`config.mk`:
```
export PLATFORM = sky130hd
export DESIGN_NAME = uart_lite_responder
export DESIGN_NICKNAME = d
export VERILOG_FILES = /design/src/rtl/uart_lite_responder.sv
export SDC_FILE = /design/constraint.sdc
export NUM_CORES = 1
export LEC_CHECK = 0
export BUFFER_PORTS_ARGS = -buffer_cell sky130_fd_sc_hd__buf_2
export CAP_MARGIN = 20
export CORE_ASPECT_RATIO = 0.6
export CORE_MARGIN = 2
export CORE_UTILIZATION = 52
export CTS_CLUSTER_DIAMETER = 120
export DETAILED_ROUTE_END_ITERATION = 10
export GPL_TIMING_DRIVEN = 0
export PLACE_DENSITY = 0.69
export SLEW_MARGIN = 0
export SYNTH_ARGS = -nofsm -noshare
export SYNTH_HDL_FRONTEND = slang
export SYNTH_SLANG_ARGS = --single-unit
```
`constraint.sdc`:
```
create_clock -name clk_33M -period 3.7 [get_ports clk_33M]
set_input_delay 0.74 -clock clk_33M [delete_from_list [all_inputs] [get_ports clk_33M]]
set_output_delay 0.74 -clock clk_33M [all_outputs]
set_load 0.005 [all_outputs]
```
`src/rtl/uart_lite_responder.sv`:
```
// uart_lite_responder: 16550-subset UART register responder, 8N1, no FIFOs.
// Ports: clk_33M, rstn (async low), cs/wr/rd/a/din/dout host bus, intr, sin, sout.
// Optional: UART_LITE_LOOPBACK_EN makes MCR[4] loop TX into RX.
`timescale 1ns/1ps
module uart_lite_responder #(
  parameter logic [15:0] DIV_RESET      = 16'h0011,
  parameter int          RX_SYNC_STAGES = 2
) (
  input  logic       clk_33M,
  input  logic       rstn,
  input  logic       cs,
  input  logic       wr,
  input  logic       rd,
  input  logic [2:0] a,
  input  logic [7:0] din,
  output logic [7:0] dout,
  output logic       intr,
  input  logic       sin,
  output logic       sout
);

  typedef enum logic [1:0] {
    S_IDLE,
    S_START,
    S_DATA,
    S_STOP
  } bit_st_t;

  logic [7:0]  lcr;
  logic [1:0]  ier;
  logic [4:0]  mcr;
  logic [7:0]  scr;
  logic [15:0] dl;
  logic [7:0]  thr;
  logic        thr_full;
  logic        thre_pend;
  logic        thre_pend_n;
  logic [7:0]  rbr;
  logic        dr;
  logic        oe;
  logic        fe;
  logic        oe_n;
  logic        fe_n;

  logic wr_q;
  logic rd_q;
  logic we;
  logic re;
  logic dlab;
  logic thre;
  logic temt;

  logic wr_thr;
  logic wr_dll;
  logic wr_dlm;
  logic wr_ier;
  logic rd_rbr;
  logic rd_iir;
  logic rd_lsr;

  logic [7:0] lsr;
  logic [7:0] iir;
  logic [7:0] rdata;

  logic [15:0] bcnt;
  logic        tick;

  bit_st_t    tx_st;
  bit_st_t    tx_st_n;
  logic [3:0] tx_tc;
  logic [3:0] tx_tc_n;
  logic [2:0] tx_bit;
  logic [2:0] tx_bit_n;
  logic [7:0] tx_sh;
  logic [7:0] tx_sh_n;
  logic       tx_out;
  logic       tx_out_n;
  logic       tx_load;
  logic       tx_end;

  bit_st_t    rx_st;
  bit_st_t    rx_st_n;
  logic [3:0] rx_tc;
  logic [3:0] rx_tc_n;
  logic [2:0] rx_bit;
  logic [2:0] rx_bit_n;
  logic [7:0] rx_sh;
  logic [7:0] rx_sh_n;
  logic       rx_done;
  logic       rx_ferr;
  logic       rx_end;
  logic       rx_mid;

  logic [RX_SYNC_STAGES-1:0] sync;
  logic rx_in;
  logic rx_s;
  logic rx_prev;
  logic lpbk;

`ifdef UART_LITE_LOOPBACK_EN
  assign lpbk = mcr[4];
`else
  assign lpbk = 1'b0;
`endif

  assign rx_in = lpbk ? tx_out : sin;
  assign sout  = lpbk ? 1'b1 : tx_out;
  assign rx_s  = sync[RX_SYNC_STAGES-1];

  // Bus strobes act only on their rising edge.
  assign we   = cs & wr & ~wr_q;
  assign re   = cs & rd & ~rd_q;
  assign dlab = lcr[7];

  assign wr_thr = we & (a == 3'd0) & ~dlab;
  assign wr_dll = we & (a == 3'd0) & dlab;
  assign wr_dlm = we & (a == 3'd1) & dlab;
  assign wr_ier = we & (a == 3'd1) & ~dlab;
  assign rd_rbr = re & (a == 3'd0) & ~dlab;
  assign rd_iir = re & (a == 3'd2);
  assign rd_lsr = re & (a == 3'd5);

  assign thre = ~thr_full;
  assign temt = thre & (tx_st == S_IDLE);
  assign lsr  = {1'b0, temt, thre, 1'b0,
                 fe, 1'b0, oe, dr};

  always_comb begin
    iir = 8'h01;
    unique case (1'b1)
      ier[0] & dr:        iir = 8'h04;
      ier[1] & thre_pend: iir = 8'h02;
      default:            iir = 8'h01;
    endcase
  end

  always_comb begin
    rdata = 8'h00;
    unique case (a)
      3'd0: rdata = dlab ? dl[7:0] : rbr;
      3'd1: rdata = dlab ? dl[15:8]
                         : {6'b0, ier};
      3'd2: rdata = iir;
      3'd3: rdata = lcr;
      3'd4: rdata = {3'b0, mcr};
      3'd5: rdata = lsr;
      3'd6: rdata = 8'h00;
      3'd7: rdata = scr;
      default: rdata = 8'h00;
    endcase
  end

  // Baud prescaler; a divisor of zero halts both shifters.
  assign tick = (dl != 16'd0) &&
                (bcnt == dl - 16'd1);

  always_ff @(posedge clk_33M or negedge rstn) begin
    if (!rstn) begin
      bcnt <= 16'd0;
    end else if (wr_dll | wr_dlm | tick) begin
      bcnt <= 16'd0;
    end else if (dl != 16'd0) begin
      bcnt <= bcnt + 16'd1;
    end
  end

  assign tx_end = tick && (tx_tc == 4'd15);

  always_comb begin
    tx_st_n  = tx_st;
    tx_tc_n  = tx_tc;
    tx_bit_n = tx_bit;
    tx_sh_n  = tx_sh;
    tx_out_n = tx_out;
    tx_load  = 1'b0;
    if (tx_st != S_IDLE && tick)
      tx_tc_n = tx_tc + 4'd1;
    unique case (tx_st)
      S_IDLE: begin
        tx_out_n = 1'b1;
        if (thr_full) begin
          tx_load  = 1'b1;
          tx_sh_n  = thr;
          tx_tc_n  = 4'd0;
          tx_bit_n = 3'd0;
          tx_out_n = 1'b0;
          tx_st_n  = S_START;
        end
      end
      S_START: begin
        if (tx_end) begin
          tx_out_n = tx_sh[0];
          tx_st_n  = S_DATA;
        end
      end
      S_DATA: begin
        if (tx_end) begin
          if (tx_bit == 3'd7) begin
            tx_out_n = 1'b1;
            tx_st_n  = S_STOP;
          end else begin
            tx_sh_n  = {1'b0, tx_sh[7:1]};
            tx_out_n = tx_sh[1];
            tx_bit_n = tx_bit + 3'd1;
          end
        end
      end
      S_STOP: begin
        if (tx_end) begin
          tx_out_n = 1'b1;
          tx_st_n  = S_IDLE;
        end
      end
      default: tx_st_n = S_IDLE;
    endcase
  end

  always_ff @(posedge clk_33M or negedge rstn) begin
    if (!rstn) begin
      tx_st  <= S_IDLE;
      tx_tc  <= 4'd0;
      tx_bit <= 3'd0;
      tx_sh  <= 8'h00;
      tx_out <= 1'b1;
    end else begin
      tx_st  <= tx_st_n;
      tx_tc  <= tx_tc_n;
      tx_bit <= tx_bit_n;
      tx_sh  <= tx_sh_n;
      tx_out <= tx_out_n;
    end
  end

  always_ff @(posedge clk_33M or negedge rstn) begin
    if (!rstn) begin
      sync    <= '1;
      rx_prev <= 1'b1;
    end else begin
      sync    <= {sync[RX_SYNC_STAGES-2:0], rx_in};
      rx_prev <= rx_s;
    end
  end

  // Start is confirmed half a bit in; data/stop are sampled mid-bit.
  assign rx_mid = tick && (rx_tc == 4'd7);
  assign rx_end = tick && (rx_tc == 4'd15);

  always_comb begin
    rx_st_n  = rx_st;
    rx_tc_n  = rx_tc;
    rx_bit_n = rx_bit;
    rx_sh_n  = rx_sh;
    rx_done  = 1'b0;
    rx_ferr  = 1'b0;
    if (rx_st != S_IDLE && tick)
      rx_tc_n = rx_tc + 4'd1;
    unique case (rx_st)
      S_IDLE: begin
        if (rx_prev & ~rx_s) begin
          rx_tc_n = 4'd0;
          rx_st_n = S_START;
        end
      end
      S_START: begin
        if (rx_mid) begin
          if (!rx_s) begin
            rx_tc_n  = 4'd0;
            rx_bit_n = 3'd0;
            rx_st_n  = S_DATA;
          end else begin
            rx_st_n  = S_IDLE;
          end
        end
      end
      S_DATA: begin
        if (rx_end) begin
          rx_sh_n  = {rx_s, rx_sh[7:1]};
          rx_bit_n = rx_bit + 3'd1;
          if (rx_bit == 3'd7)
            rx_st_n = S_STOP;
        end
      end
      S_STOP: begin
        if (rx_end) begin
          rx_done = 1'b1;
          rx_ferr = ~rx_s;
          rx_st_n = S_IDLE;
        end
      end
      default: rx_st_n = S_IDLE;
    endcase
  end

  always_ff @(posedge clk_33M or negedge rstn) begin
    if (!rstn) begin
      rx_st  <= S_IDLE;
      rx_tc  <= 4'd0;
      rx_bit <= 3'd0;
      rx_sh  <= 8'h00;
    end else begin
      rx_st  <= rx_st_n;
      rx_tc  <= rx_tc_n;
      rx_bit <= rx_bit_n;
      rx_sh  <= rx_sh_n;
    end
  end

  // Clears first, sets last: a same-cycle event wins over a read clear.
  always_comb begin
    thre_pend_n = thre_pend;
    oe_n        = oe;
    fe_n        = fe;
    if ((wr_thr & thre) ||
        (rd_iir && iir == 8'h02))
      thre_pend_n = 1'b0;
    if (tx_load ||
        (wr_ier & ~ier[1] & din[1] & thre))
      thre_pend_n = 1'b1;
    if (rd_lsr) begin
      oe_n = 1'b0;
      fe_n = 1'b0;
    end
    if (rx_done & dr & ~rd_rbr)
      oe_n = 1'b1;
    if (rx_done & rx_ferr)
      fe_n = 1'b1;
  end

  always_ff @(posedge clk_33M or negedge rstn) begin
    if (!rstn) begin
      wr_q      <= 1'b0;
      rd_q      <= 1'b0;
      lcr       <= 8'h00;
      ier       <= 2'b00;
      mcr       <= 5'h00;
      scr       <= 8'h00;
      dl        <= DIV_RESET;
      thr       <= 8'h00;
      thr_full  <= 1'b0;
      thre_pend <= 1'b0;
      rbr       <= 8'h00;
      dr        <= 1'b0;
      oe        <= 1'b0;
      fe        <= 1'b0;
      dout      <= 8'h00;
      intr      <= 1'b0;
    end else begin
      wr_q      <= cs & wr;
      rd_q      <= cs & rd;
      thre_pend <= thre_pend_n;
      oe        <= oe_n;
      fe        <= fe_n;
      intr      <= (ier[0] & dr) |
                   (ier[1] & thre_pend);
      if (cs & rd)
        dout <= rdata;
      if (wr_dll)
        dl[7:0] <= din;
      if (wr_dlm)
        dl[15:8] <= din;
      if (wr_ier)
        ier <= din[1:0];
      if (we && a == 3'd3)
        lcr <= din;
      if (we && a == 3'd4)
        mcr <= din[4:0];
      if (we && a == 3'd7)
        scr <= din;
      if (tx_load) begin
        thr_full <= 1'b0;
      end else if (wr_thr & thre) begin
        thr_full <= 1'b1;
        thr      <= din;
      end
      if (rx_done) begin
        rbr <= rx_sh;
        dr  <= 1'b1;
      end else if (rd_rbr) begin
        dr  <= 1'b0;
      end
    end
  end

endmodule
```
== Yosys cells after proc, flatten, opt, wreduce, memory -nomap -nowiden ==
Cells that the tools add are included.
Storage, ports and cells
  register bits: 125
  input bits: 17
  logic and storage cells: 196
Cells by class
  $add $sub $neg: 6
  equal/unequal tests: 32
  muxes and demuxes: 60
  bitwise operators: 36
  reductions and logical operators: 33
Operators with widths (count)
  8-bit case mux with 8 select lines: 1
  8-bit two-way mux: 5
  16-bit two-way mux: 2
  4-bit two-way mux: 7
  1-bit bitwise AND: 25
  2-bit != test, second input constant: 12
  2-bit two-way mux: 11
  1-bit two-way mux: 20
  2-bit nonzero test: 10
  3-bit == test, second input constant: 6
  3-bit two-way mux: 6
  3-bit case mux with 2 select lines: 3
  16-bit by 1-bit adder with 16-bit output, second input constant: 1
  16-bit == test: 1
  2-bit case mux with 4 select lines: 2
  8-bit case mux with 2 select lines: 1
  16-bit nonzero test: 1
  16-bit by 1-bit subtractor with 16-bit output, second input constant: 1
  1-bit logical AND: 10
  5-bit AND reduction: 2
  3-bit by 2-bit == test with 1-bit output, second input constant: 3
  4-bit by 1-bit adder with 4-bit output, second input constant: 2
  2-bit == test, second input constant: 4
  4-bit == test, second input constant: 2
  14 further kinds: 29

== Depth between registers and ports, before layout ==
Gate-level depths: netlist of the first run.
  word-level depth: 9
  gate-level depth with buffers: 13
  mapped depth without buffers: 10

== Worst setup path before layout of the first run ==
OpenSTA, ideal clock, no wires.
  path kind: register -> register
  from: register dl[0]
  to: register tx_bit[0]
  setup time: 126 ps
  arrival: 2823 ps
  required time: 3574 ps
  slack: 751 ps
  stages on the path, launching flop included: 13
  path buffers: 2
  cell sequence: dfstp_2 > buf_6 > inv_1 > ha_1 > nor3b_2 > nand2_1 > or3_1 > clkbuf_1 > nand4b_1 > or4_4 > nor4_4 > nor2_1 > a221o_1
On the way
  word-level cells in the longest chain between the ends: 6
RTL lines
  start: declaration: line 33  | logic [15:0] dl;
  start signal: assignment: line 358  | dl[7:0] <= din;
  16-bit by 1-bit subtractor with 16-bit output: line 155  | (bcnt == dl - 16'd1);
  16-bit == test: line 155
  1-bit logical AND *: line 154  | assign tick = (dl != 16'd0) &&
  1-bit logical AND *: line 167  | assign tx_end = tick && (tx_tc == 4'd15);
  2-bit != test (no source line) *
  4-bit AND reduction (no source line) *
  end signal: assignment: line 228  | tx_bit <= tx_bit_n;
  end: declaration: line 72  | logic [2:0] tx_bit;
Mark *: on every way between the ends. The rest lies on a longest branch, timed or not.
A chain may end at the register's enable or synchronous reset.

== Worst setup path after layout of the first run ==
  from: register dl[0]
  to: register bcnt[7]
On the way
  word-level cells in the longest chain between the ends: 5
RTL lines
  16-bit by 1-bit subtractor with 16-bit output: line 155
  16-bit == test: line 155
  1-bit logical AND: line 154
  1-bit bitwise OR: line 160  | end else if (wr_dll | wr_dlm | tick) begin
  16-bit two-way mux or 2-bit nonzero test (tied branches)
  end signal: assignment: line 163  | bcnt <= bcnt + 16'd1;
  end: declaration: line 65  | logic [15:0] bcnt;
Parallel ways exist; a longest one is shown, timed or not.

==> results.py, run 1 <==
metrics = {
    "yosys": {
        "synth_edf_count": 0,
        "ys_ff_latch": 125,
        "yosys_warnings": 0,
        "ys_seq_area_share_pct": 47.0,
        "ys.flop_type": "dfrtp_1",
        "syn_inst": 608,
        "synth_area_um2": 6670,
        "syn-num-nets": 637,
        "synthArstFlopShare_pct": 100,
        "synth_cell_types": 67,
        "syn_area_per_cell_um2": 11.0,
    },
    "cells_and_area": {
        "final_common_cell": "dfrtp_1",
        "drive_above_1_share_pct": 23.5,
        "fill_cells": 964,
        "final_cell_mix": "dfrtp_1, mux2_2, nand2_1",
        "antenna_cells": 0,
        "final_core_util_pct": 62.4,
        "nets": 683,
        "synthToLayoutAreaGrowth_pct": 15.0,
    },
    "power_and_ir_drop": {
        "intPower_w": 0.00321,
        "pwr-share-comb_pct": 24.8,
        "powerDensity_nw_per_um2": 623,
        "vdd_drop_max_mv": 0.311,
        "total_leakage_power_nw": 3.51,
        "p_seq_share_pct": 39.0,
        "p_clk_share_pct": 36.2,
        "swShare_pct": 32.9,
        "p_sw_w": 0.00157,
    },
    "worst_setup_path": {
        "path_max_fanout": 10,
        "arrival_ns": 3.80,
        "required_ns": 4.00,
        "reg2reg_depth": 13,
        "crit_path_max_incr_delay_ns": 0.58,
        "start_kind": "flop",
        "endpoint_kind": "flop",
        "r2r-start": "dl[0]",
        "r2r_end": "bcnt[7]",
        "critPathTopFamily": "simple AND/OR/NAND/NOR gates",
        "critical_path_buf_inv_count": 4,
        "r2r_slack_ns": 0.20,
        "cp_cell_sequence": "buf_6 -> inv_1 -> ha_1 -> nor3b_4 -> nand2_1 -> or3_1 -> clkbuf_1 -> nand4b_1 -> or4_4 -> nor3_4 -> nand3b_4 -> buf_4 -> nor2_1",
        "crit_type": "reg2reg",
        "critPathSlowestCell": "or4_4",
    },
    "clock_tree": {
        "path_clk_slew_ns": 0.06,
        "postCtsSetupBuffers": 0,
        "numCtsBuffers": 17,
        "h-tree-depth": 4,
        "clock-sinks": 125,
        "root_buffer": "clkbuf_16",
        "tritoncts": "built",
        "cts.path.max_buffers": 2,
        "clock_latency_ns": 0.42,
    },
    "floorplan": {
        "dieHeight_um": 91.7,
        "io_pins": 27,
        "start_util_pct": 54.3,
        "coreArea_um2": 12300,
        "dieArea_um2": 13800,
        "die_x_um": 150,
        "fp-row-count": 31,
    },
    "routing": {
        "wl_um": 16300,
        "wl_per_cell_um": 19.6,
        "dr.pass1.iters": 6,
        "viasPerCell": 6.06,
        "ant_nets": 0,
        "drc_errors": 0,
        "drt_iter0_markers": 484,
        "vias": 5045,
    },
    "sta": {
        "fin_crit_sh_pct": 94.6,
        "period_needed_ns": 3.50,
        "fin_skew_ns": 0.00994,
        "rsz0062_at_grt": "no",
        "max_clock_freq_mhz": 286,
        "finalHoldViolCount": 0,
        "drv_slew": 0,
        "tightest_slew_ns": 0.745,
        "setup_viol": 0,
        "relSlewSlack_pct": 50.3,
        "setup_tns_ns": 0,
    },
    "flow_run": {
        "timing.max_cap.violations": 0,
    },
    "global_route": {
        "antenna_found_initial": 0,
        "grt_pass1_vias": 4915,
        "gr-total-overflow": 0,
        "grt_pass1_wl_um": 26600,
        "grt_start_max_net_pins": 76,
        "track_usage_pct": 25.4,
    },
    "hold_path": {
        "worstHoldPathType": "in2async",
    },
    "placement": {
        "place_hpwl_um": 11600,
        "numPortBuffers": 24,
        "gp_congestion": 0.936,
    },
    "status": {
        "status": "completed",
    },
}
logic make-up (layout without fill, tap and decap cells):
family / after synthesis / count (layout) / share of synthesized area (%)
AND/OR/NAND/NOR: 195 / 195 / 16.4
flip-flops: 125 / 125 / 47.0
AO/OA/AOI/OAI: 110 / 110 / 11.7
multiplexers: 84 / 84 / 14.9
buffers and inverters: 49 / 108 / 3.34
XOR/XNOR: 33 / 33 / 4.33
adder cells (fa/ha/maj): 12 / 12 / 2.25
power groups by stage:
| stage | Combinational, W | Sequential, W | Clock (W) |
|---|---|---|---|
| after floorplan | 0.000914 | 0.00180 | 0 |
| after global placement | 0.00112 | 0.00186 | 0 |
| after detailed placement | 0.00116 | 0.00188 | 0 |
| after CTS | 0.00117 | 0.00186 | 0.00175 |
| after global routing | 0.00132 | 0.00190 | 0.00182 |
| final | 0.00118 | 0.00187 | 0.00173 |
per-stage QoR:
| step | std cells | setup WS (ns) | power (W) | cell area, um2 | hold WS (ns) |
|---|---|---|---|---|---|
| final | 832 | 0.199 | 0.00478 | 7670 | 0.260 |
| after global routing | 832 | 0.0214 | 0.00503 | 7670 | 0.295 |
| after CTS | 831 | 0.146 | 0.00478 | 7650 | 0.272 |
| after detailed placement | 799 | 0.161 | 0.00304 | 7040 | 0.350 |
| after global placement | 797 | 0.245 | 0.00298 | 7000 | 0.347 |
| after floorplan | 608 | 0.751 | 0.00271 | 6670 | 0.345 |
cell type report:
| class | instances | area (um2) | area share, % |
|---|---|---|---|
| multi-input cells | 434 | 3330 | 43.4 |
| flip-flops and latches | 125 | 3140 | 40.9 |
| clock buffers | 18 | 429 | 5.59 |
| well taps | 165 | 206 | 2.69 |
| clock inverters | 14 | 183 | 2.38 |
| repair buffers | 27 | 169 | 2.20 |
| plain buffers | 30 | 151 | 1.97 |
| inverters | 19 | 71.3 | 0.930 |
Yosys cell counts, types with 3 or more instances:
cell,n,area [um2]
dfrtp_1,119,2980
mux2_1,3,33.8
a211o_1,3,26.3
nor3_1,12,60.1
nor2b_1,6,37.5
inv_1,19,71.3
or3_1,10,62.6
and2_1,3,18.8
o221a_1,7,78.8
nand2_1,48,180
mux2_4,15,225
xnor2_1,15,131
xor2_1,18,158
o211ai_1,6,45.0
mux2_2,51,574
ha_1,12,150
mux2i_1,14,140
nand3_1,23,115
dfstp_2,6,158
a22oi_1,3,22.5
nand4b_1,5,43.8
clkbuf_1,19,71.3
a22o_1,4,35.0
a21oi_1,26,130
a21o_1,9,67.6
buf_6,3,33.8
a211oi_1,11,82.6
nor4_1,3,18.8
buf_4,3,22.5
o21ai_1,6,30.0
o21ai_0,14,70.1
and3_1,14,87.6
nor4_4,4,85.1
nand4_1,7,43.8
nor2_1,41,154
buf_2,4,20.0
timing repair:
action,CTS,global route
endpoints found under the setup margin,0,15
hold buffers,0,0
resized for setup,0,2
how the worst max path moves through the flow:
stage / start / endpoint / slack, ns / cells past startpoint
2_1_floorplan: dl[0] / tx_bit[0] / 0.75 / 12
3_5_place_dp: dl[1] / rx_sh[1] / 0.16 / 11
5_1_grt: dl[1] / rx_sh[7] / 0.02 / 11
4_1_cts: dl[1] / rx_sh[7] / 0.15 / 11
6_report: dl[0] / bcnt[7] / 0.20 / 13
3_3_place_gp: dl[1] / rx_sh[1] / 0.24 / 11
sequential cells by signal, summed over array words and instances, names as in the netlist, 4 cells and up, named ones only:
register  count
bcnt         16
dl           16
dout          8
lcr           8
mcr           5
rbr           8
rx_sh         8
rx_tc         4
scr           8
thr           8
tx_sh         8
tx_tc         4
layer usage:
metal	share of wire, %	vias up	global-route usage, %
met1	50	2550	39.7
met3	6.9	30	5.22
li1	-	2295	-
met2	42	170	35.4
met4	1.4	0	7.31
met5	0	-	0
Note: power is estimated with default switching activity, not from simulation.
==> run 2, diff against run 1 <==
- REMOVE_ABC_BUFFERS: default -> 1
==> run 2 against run 1 <==
Net effect:
- clock skew is essentially flat
- via count down 3.2%
- wire length decreased by 5.0%
- power shrank 1.6%
- worst setup slack got worse by 0.0016 ns
- non-clock buffer count decreased by 28
- clock power about the same
- cell count is 3.4% lower
- sequential share of layout area rose by 0.84 points
- critical path type unchanged
==> results.py, run 2 (same netlist as run 1, synthesis figures left out) <==
metrics = {
    "sta": {
        "relSlewSlack_pct": 37.3,
        "setup_viol": 0,
        "drv_slew": 0,
        "rsz0062_at_grt": "no",
        "setup_tns_ns": 0,
        "period_needed_ns": 3.50,
        "fin_skew_ns": 0.00954,
        "fin_crit_sh_pct": 94.7,
        "max_clock_freq_mhz": 286,
        "tightest_slew_ns": 0.940,
        "final.setup.worst_slack_ns": 0.198,
        "finalHoldViolCount": 0,
    },
    "cells_and_area": {
        "final_cell_mix": "dfrtp_1, mux2_2, nand2_1",
        "fin_cells": 804,
        "final_common_cell": "dfrtp_1",
        "nets": 655,
        "drive_above_1_share_pct": 23.6,
        "synthToLayoutAreaGrowth_pct": 12.7,
        "reg_top3": "bcnt: 16 flops, dl: 16 flops",
        "antenna_cells": 0,
    },
    "routing": {
        "drt_iter0_markers": 486,
        "dr.pass1.iters": 5,
        "drc_errors": 0,
        "vias": 4886,
        "ant_nets": 0,
        "wl_per_cell_um": 19.2,
        "viasPerCell": 6.08,
        "wl_um": 15500,
    },
    "placement": {
        "gp_congestion": 0.860,
        "place_hpwl_um": 10700,
        "place_ws_ns": -0.0214,
        "numPortBuffers": 26,
        "place_inst": 772,
    },
    "clock_tree": {
        "clock-sinks": 125,
        "clock_latency_ns": 0.42,
        "cts.path.max_buffers": 2,
        "numCtsBuffers": 17,
        "root_buffer": "clkbuf_16",
        "tritoncts": "built",
        "h-tree-depth": 4,
        "path_clk_slew_ns": 0.06,
        "postCtsSetupBuffers": 0,
    },
    "worst_setup_path": {
        "crit_top_cell": "o21ai_0",
        "crit_type": "reg2reg",
        "path_max_fanout": 8,
        "arrival_ns": 3.81,
        "crit_path_max_incr_delay_ns": 0.58,
        "start_kind": "flop",
        "critPathSlowestCell": "or4_1",
        "required_ns": 4.01,
        "cp_cell_sequence": "inv_1 -> ha_1 -> nor3b_4 -> nand2_1 -> o21ai_0 -> o21ai_0 -> or4_1 -> nor3_2 -> and3_2 -> mux2_4",
        "r2r_slack_ns": 0.20,
        "endpoint_kind": "flop",
    },
    "power_and_ir_drop": {
        "vdd_drop_max_mv": 0.285,
        "powerDensity_nw_per_um2": 626,
        "total_leakage_power_nw": 3.42,
    },
    "hold_path": {
        "worstHoldPathType": "in2async",
    },
    "floorplan": {
        "start_util_pct": 54.3,
        "dieArea_um2": 13800,
        "coreArea_um2": 12300,
        "dieHeight_um": 91.7,
        "fp-row-count": 31,
        "io_pins": 27,
        "die_x_um": 150,
    },
    "flow_run": {
        "timing.max_cap.violations": 0,
    },
    "global_route": {
        "gr-total-overflow": 0,
        "antenna_found_initial": 0,
        "grt_pass1_wl_um": 25600,
        "track_usage_pct": 24.1,
        "grt_start_max_net_pins": 94,
        "grt_pass1_vias": 4882,
    },
    "status": {
        "status": "completed",
    },
}
## run 2: power by group
group | total, W | leakage [nW] | internal, W | switching, W
clock | 0.00171 | 0.288 | 0.00102 | 0.000697
sequential | 0.00194 | 1.61 | 0.00161 | 0.000336
combinational | 0.00105 | 1.52 | 0.000500 | 0.000550
## run 2: stage by stage
step	hold WS, ns	area (um2)	total power, W	util [%]
final	0.187	7520	0.00471	61.1
after global routing	0.197	7520	0.00493	61.1
after CTS	0.182	7510	0.00472	61.1
after detailed placement	0.353	6910	0.00299	56.2
after global placement	0.348	6860	0.00292	55.8
after floorplan	0.345	6520	0.00267	-
## run 2: path summary, 6_finish.rpt
check                           end    start  depth (start not counted)
max                          rbr[1]    dl[1]                         10
min                        tx_sh[4]     rstn                          1
max reg2reg                  rbr[1]    dl[1]                         10
min reg2reg                 sync[1]  sync[0]                          0
max in group asynchronous   rx_prev     rstn                          2
min in group clk_33M        sync[1]  sync[0]                          0
## run 2: critical path, delay by kind of cell (launching register included)
kind            cells  cell delay (ns)
simple gates        5             1.83
flops               1             0.53
mux                 1             0.34
compound gates      2             0.32
fa+ha+maj           1             0.24
buf+inv             1             0.11
## run 2: layer usage
| layer | global-route usage (%) | part of all wire, % |
|---|---|---|
| met1 | 35.4 | 48 |
| met2 | 34.7 | 44 |
| met3 | 6.12 | 6.5 |
| met4 | 8.41 | 1.3 |
| met5 | 0 | 0 |
## run 2: cell type report
type	instances	area [um2]
flip-flops and latches	125	3140
well taps	165	206
repair buffers	29	179
inverters	19	71.3
multi-input cells	434	3330
clock buffers	18	429
clock inverters	14	170
fillers	927	4780
## run 2: repair_timing
action | CTS | global route
gates resized for setup | 1 | 3
setup endpoints to repair | 1 | 16
endpoints found under the hold margin | 0 | 0
hold buffers | 0 | 0
==> run 3, diff against run 2 <==
- BUFFER_PORTS_ARGS: -buffer_cell sky130_fd_sc_hd__buf_2 -> -buffer_cell sky130_fd_sc_hd__buf_4
==> run 3 against run 2 <==
Net effect:
- clock power is 3% lower
- flip-flop and latch count unchanged
- first-iteration DRC count shrank 15%
- sequential share of layout area fell by 0.30 points
- via count up 1.3%
- register-to-register slack better by 0.03 ns
- sequential power about the same
- worst setup slack improved by 0.027 ns
- worst hold slack worse by 0.031 ns
- cell count stayed put
- power shrank 1.0%
- highest routed layer unchanged
==> results.py, run 3 (same netlist as run 1, synthesis figures left out) <==
metrics = {
    "cells_and_area": {
        "drive_above_1_share_pct": 23.6,
        "fill_cells": 941,
        "final_core_util_pct": 61.6,
        "antenna_cells": 0,
        "final_common_cell": "dfrtp_1",
        "synthToLayoutAreaGrowth_pct": 13.5,
        "reg_top3": "bcnt: 16 flops, dl: 16 flops",
        "final_cell_mix": "dfrtp_1, mux2_2, nand2_1",
        "nets": 655,
    },
    "status": {
        "status": "completed",
    },
    "placement": {
        "place_hpwl_um": 10700,
        "gp_congestion": 0.834,
        "numPortBuffers": 26,
    },
    "worst_setup_path": {
        "path_max_fanout": 11,
        "r2r_slack_ns": 0.23,
        "start_kind": "flop",
        "endpoint_kind": "flop",
        "r2r_end": "rx_sh[0]",
        "crit_type": "reg2reg",
        "required_ns": 4.00,
        "arrival_ns": 3.77,
        "crit_top_cell": "o21ai_0",
        "critPathSlowestCell": "or4_1",
        "crit_path_max_incr_delay_ns": 0.58,
        "cp_cell_sequence": "inv_1 -> ha_1 -> nor3b_2 -> nand2_1 -> o21ai_0 -> o21ai_0 -> or4_1 -> nor3_2 -> and3_4 -> mux2_1",
        "reg2reg_depth": 10,
        "r2r-start": "dl[1]",
    },
    "sta": {
        "max_clock_freq_mhz": 288,
        "drv_slew": 0,
        "finalHoldViolCount": 0,
        "rsz0062_at_grt": "no",
        "tightest_slew_ns": 0.949,
        "fin_crit_sh_pct": 93.9,
        "relSlewSlack_pct": 36.7,
        "fin_skew_ns": 0.0125,
        "setup_tns_ns": 0,
        "period_needed_ns": 3.47,
        "setup_viol": 0,
    },
    "floorplan": {
        "die_x_um": 150,
        "dieArea_um2": 13800,
        "io_pins": 27,
        "coreArea_um2": 12300,
        "dieHeight_um": 91.7,
        "fp-row-count": 31,
        "start_util_pct": 54.3,
    },
    "routing": {
        "wl_per_cell_um": 19.1,
        "vias": 4949,
        "ant_nets": 0,
        "drt_iter0_markers": 415,
        "drc_errors": 0,
        "dr.pass1.iters": 5,
        "viasPerCell": 6.16,
        "wl_um": 15300,
    },
    "power_and_ir_drop": {
        "intPower_w": 0.00315,
        "swShare_pct": 32.4,
        "p_seq_share_pct": 41.7,
        "powerDensity_nw_per_um2": 615,
        "pwr-share-comb_pct": 22.7,
        "p_sw_w": 0.00151,
        "total_leakage_power_nw": 3.43,
        "vdd_drop_max_mv": 0.302,
        "p_clk_share_pct": 35.6,
    },
    "hold_path": {
        "worstHoldPathType": "in2async",
    },
    "global_route": {
        "grt_start_max_net_pins": 105,
        "grt_pass1_vias": 4910,
        "gr-total-overflow": 0,
        "grt_pass1_wl_um": 25700,
        "antenna_found_initial": 0,
        "track_usage_pct": 24.1,
    },
    "clock_tree": {
        "postCtsSetupBuffers": 0,
        "cts.path.max_buffers": 2,
        "h-tree-depth": 4,
        "root_buffer": "clkbuf_16",
        "clock_latency_ns": 0.42,
        "clock-sinks": 125,
        "path_clk_slew_ns": 0.06,
        "numCtsBuffers": 17,
        "tritoncts": "built",
    },
    "flow_run": {
        "timing.max_cap.violations": 0,
    },
}
[run 3: cell count changes in the layout (fill, tap and decap cells not counted), moves of 2 or more]
cell	previous run	this run
inv_6	5	1
inv_8	3	0
clkinv_4	2	5
clkbuf_8	0	2
buf_2	25	1
buf_4	2	26
[run 3: worst max-delay path: cells and delay by family (launching register included)]
kind	cells	cell delay, ns
simple gates	5	1.83
flops	1	0.52
compound gates	2	0.34
mux	1	0.34
fa+ha+maj	1	0.21
buf+inv	1	0.11
[run 3: stage by stage]
step                instance area [um2]  total power (W)  instances  hold WS (ns)  setup WS (ns)
floorplan                          6520          0.00267        578         0.345          0.673
global placement                   6920          0.00294        769         0.346          0.108
detailed placement                 6960          0.00300        771         0.353         0.0438
CTS                                7560          0.00467        803         0.155        0.00744
global route                       7570          0.00491        804         0.157         0.0140
finish                             7570          0.00466        804         0.156          0.225
[run 3: final cells by class]
| cell class | count | area [um2] | share of cell area [%] |
|---|---|---|---|
| clock buffers | 20 | 457 | 6.03 |
| clock inverters | 12 | 140 | 1.85 |
| inverters | 19 | 71.3 | 0.942 |
| multi-input cells | 434 | 3320 | 43.9 |
| flip-flops and latches | 125 | 3140 | 41.4 |
| well taps | 165 | 206 | 2.73 |
| repair buffers | 29 | 239 | 3.16 |
[run 3: power groups by stage]
stage,clock (W),sequential [W],combinational [W]
floorplan,0,0.00185,0.000819
finish,0.00166,0.00194,0.00106
detailed placement,0,0.00195,0.00105
CTS,0.00169,0.00193,0.00106
global placement,0,0.00194,0.000999
global route,0.00176,0.00198,0.00117
[run 3: metal layers]
| metal | up-vias | GRT usage [%] | part of all wire [%] |
|---|---|---|---|
| met3 | 25 | 4.93 | 5.7 |
| met4 | 0 | 7.55 | 1.4 |
| met5 | - | 0 | 0 |
| met2 | 186 | 35.2 | 44 |
| met1 | 2493 | 36.0 | 48 |
| li1 | 2245 | - | - |
[run 3: worst max-delay path by stage]
stage	from	to	slack (ns)	depth (start not counted)
after global placement	dl[1]	rx_sh[0]	0.11	10
after floorplan	dl[0]	rx_sh[0]	0.67	10
after detailed placement	dl[1]	rx_sh[0]	0.04	10
after CTS	dl[1]	rx_sh[0]	0.007	10
after global routing	dl[1]	rx_sh[0]	0.01	10
final	dl[1]	rx_sh[0]	0.23	10
[run 3: what timing repair did]
item	CTS	global route
gates resized for setup	0	4
endpoints found under the setup margin	0	19
hold buffers	0	0
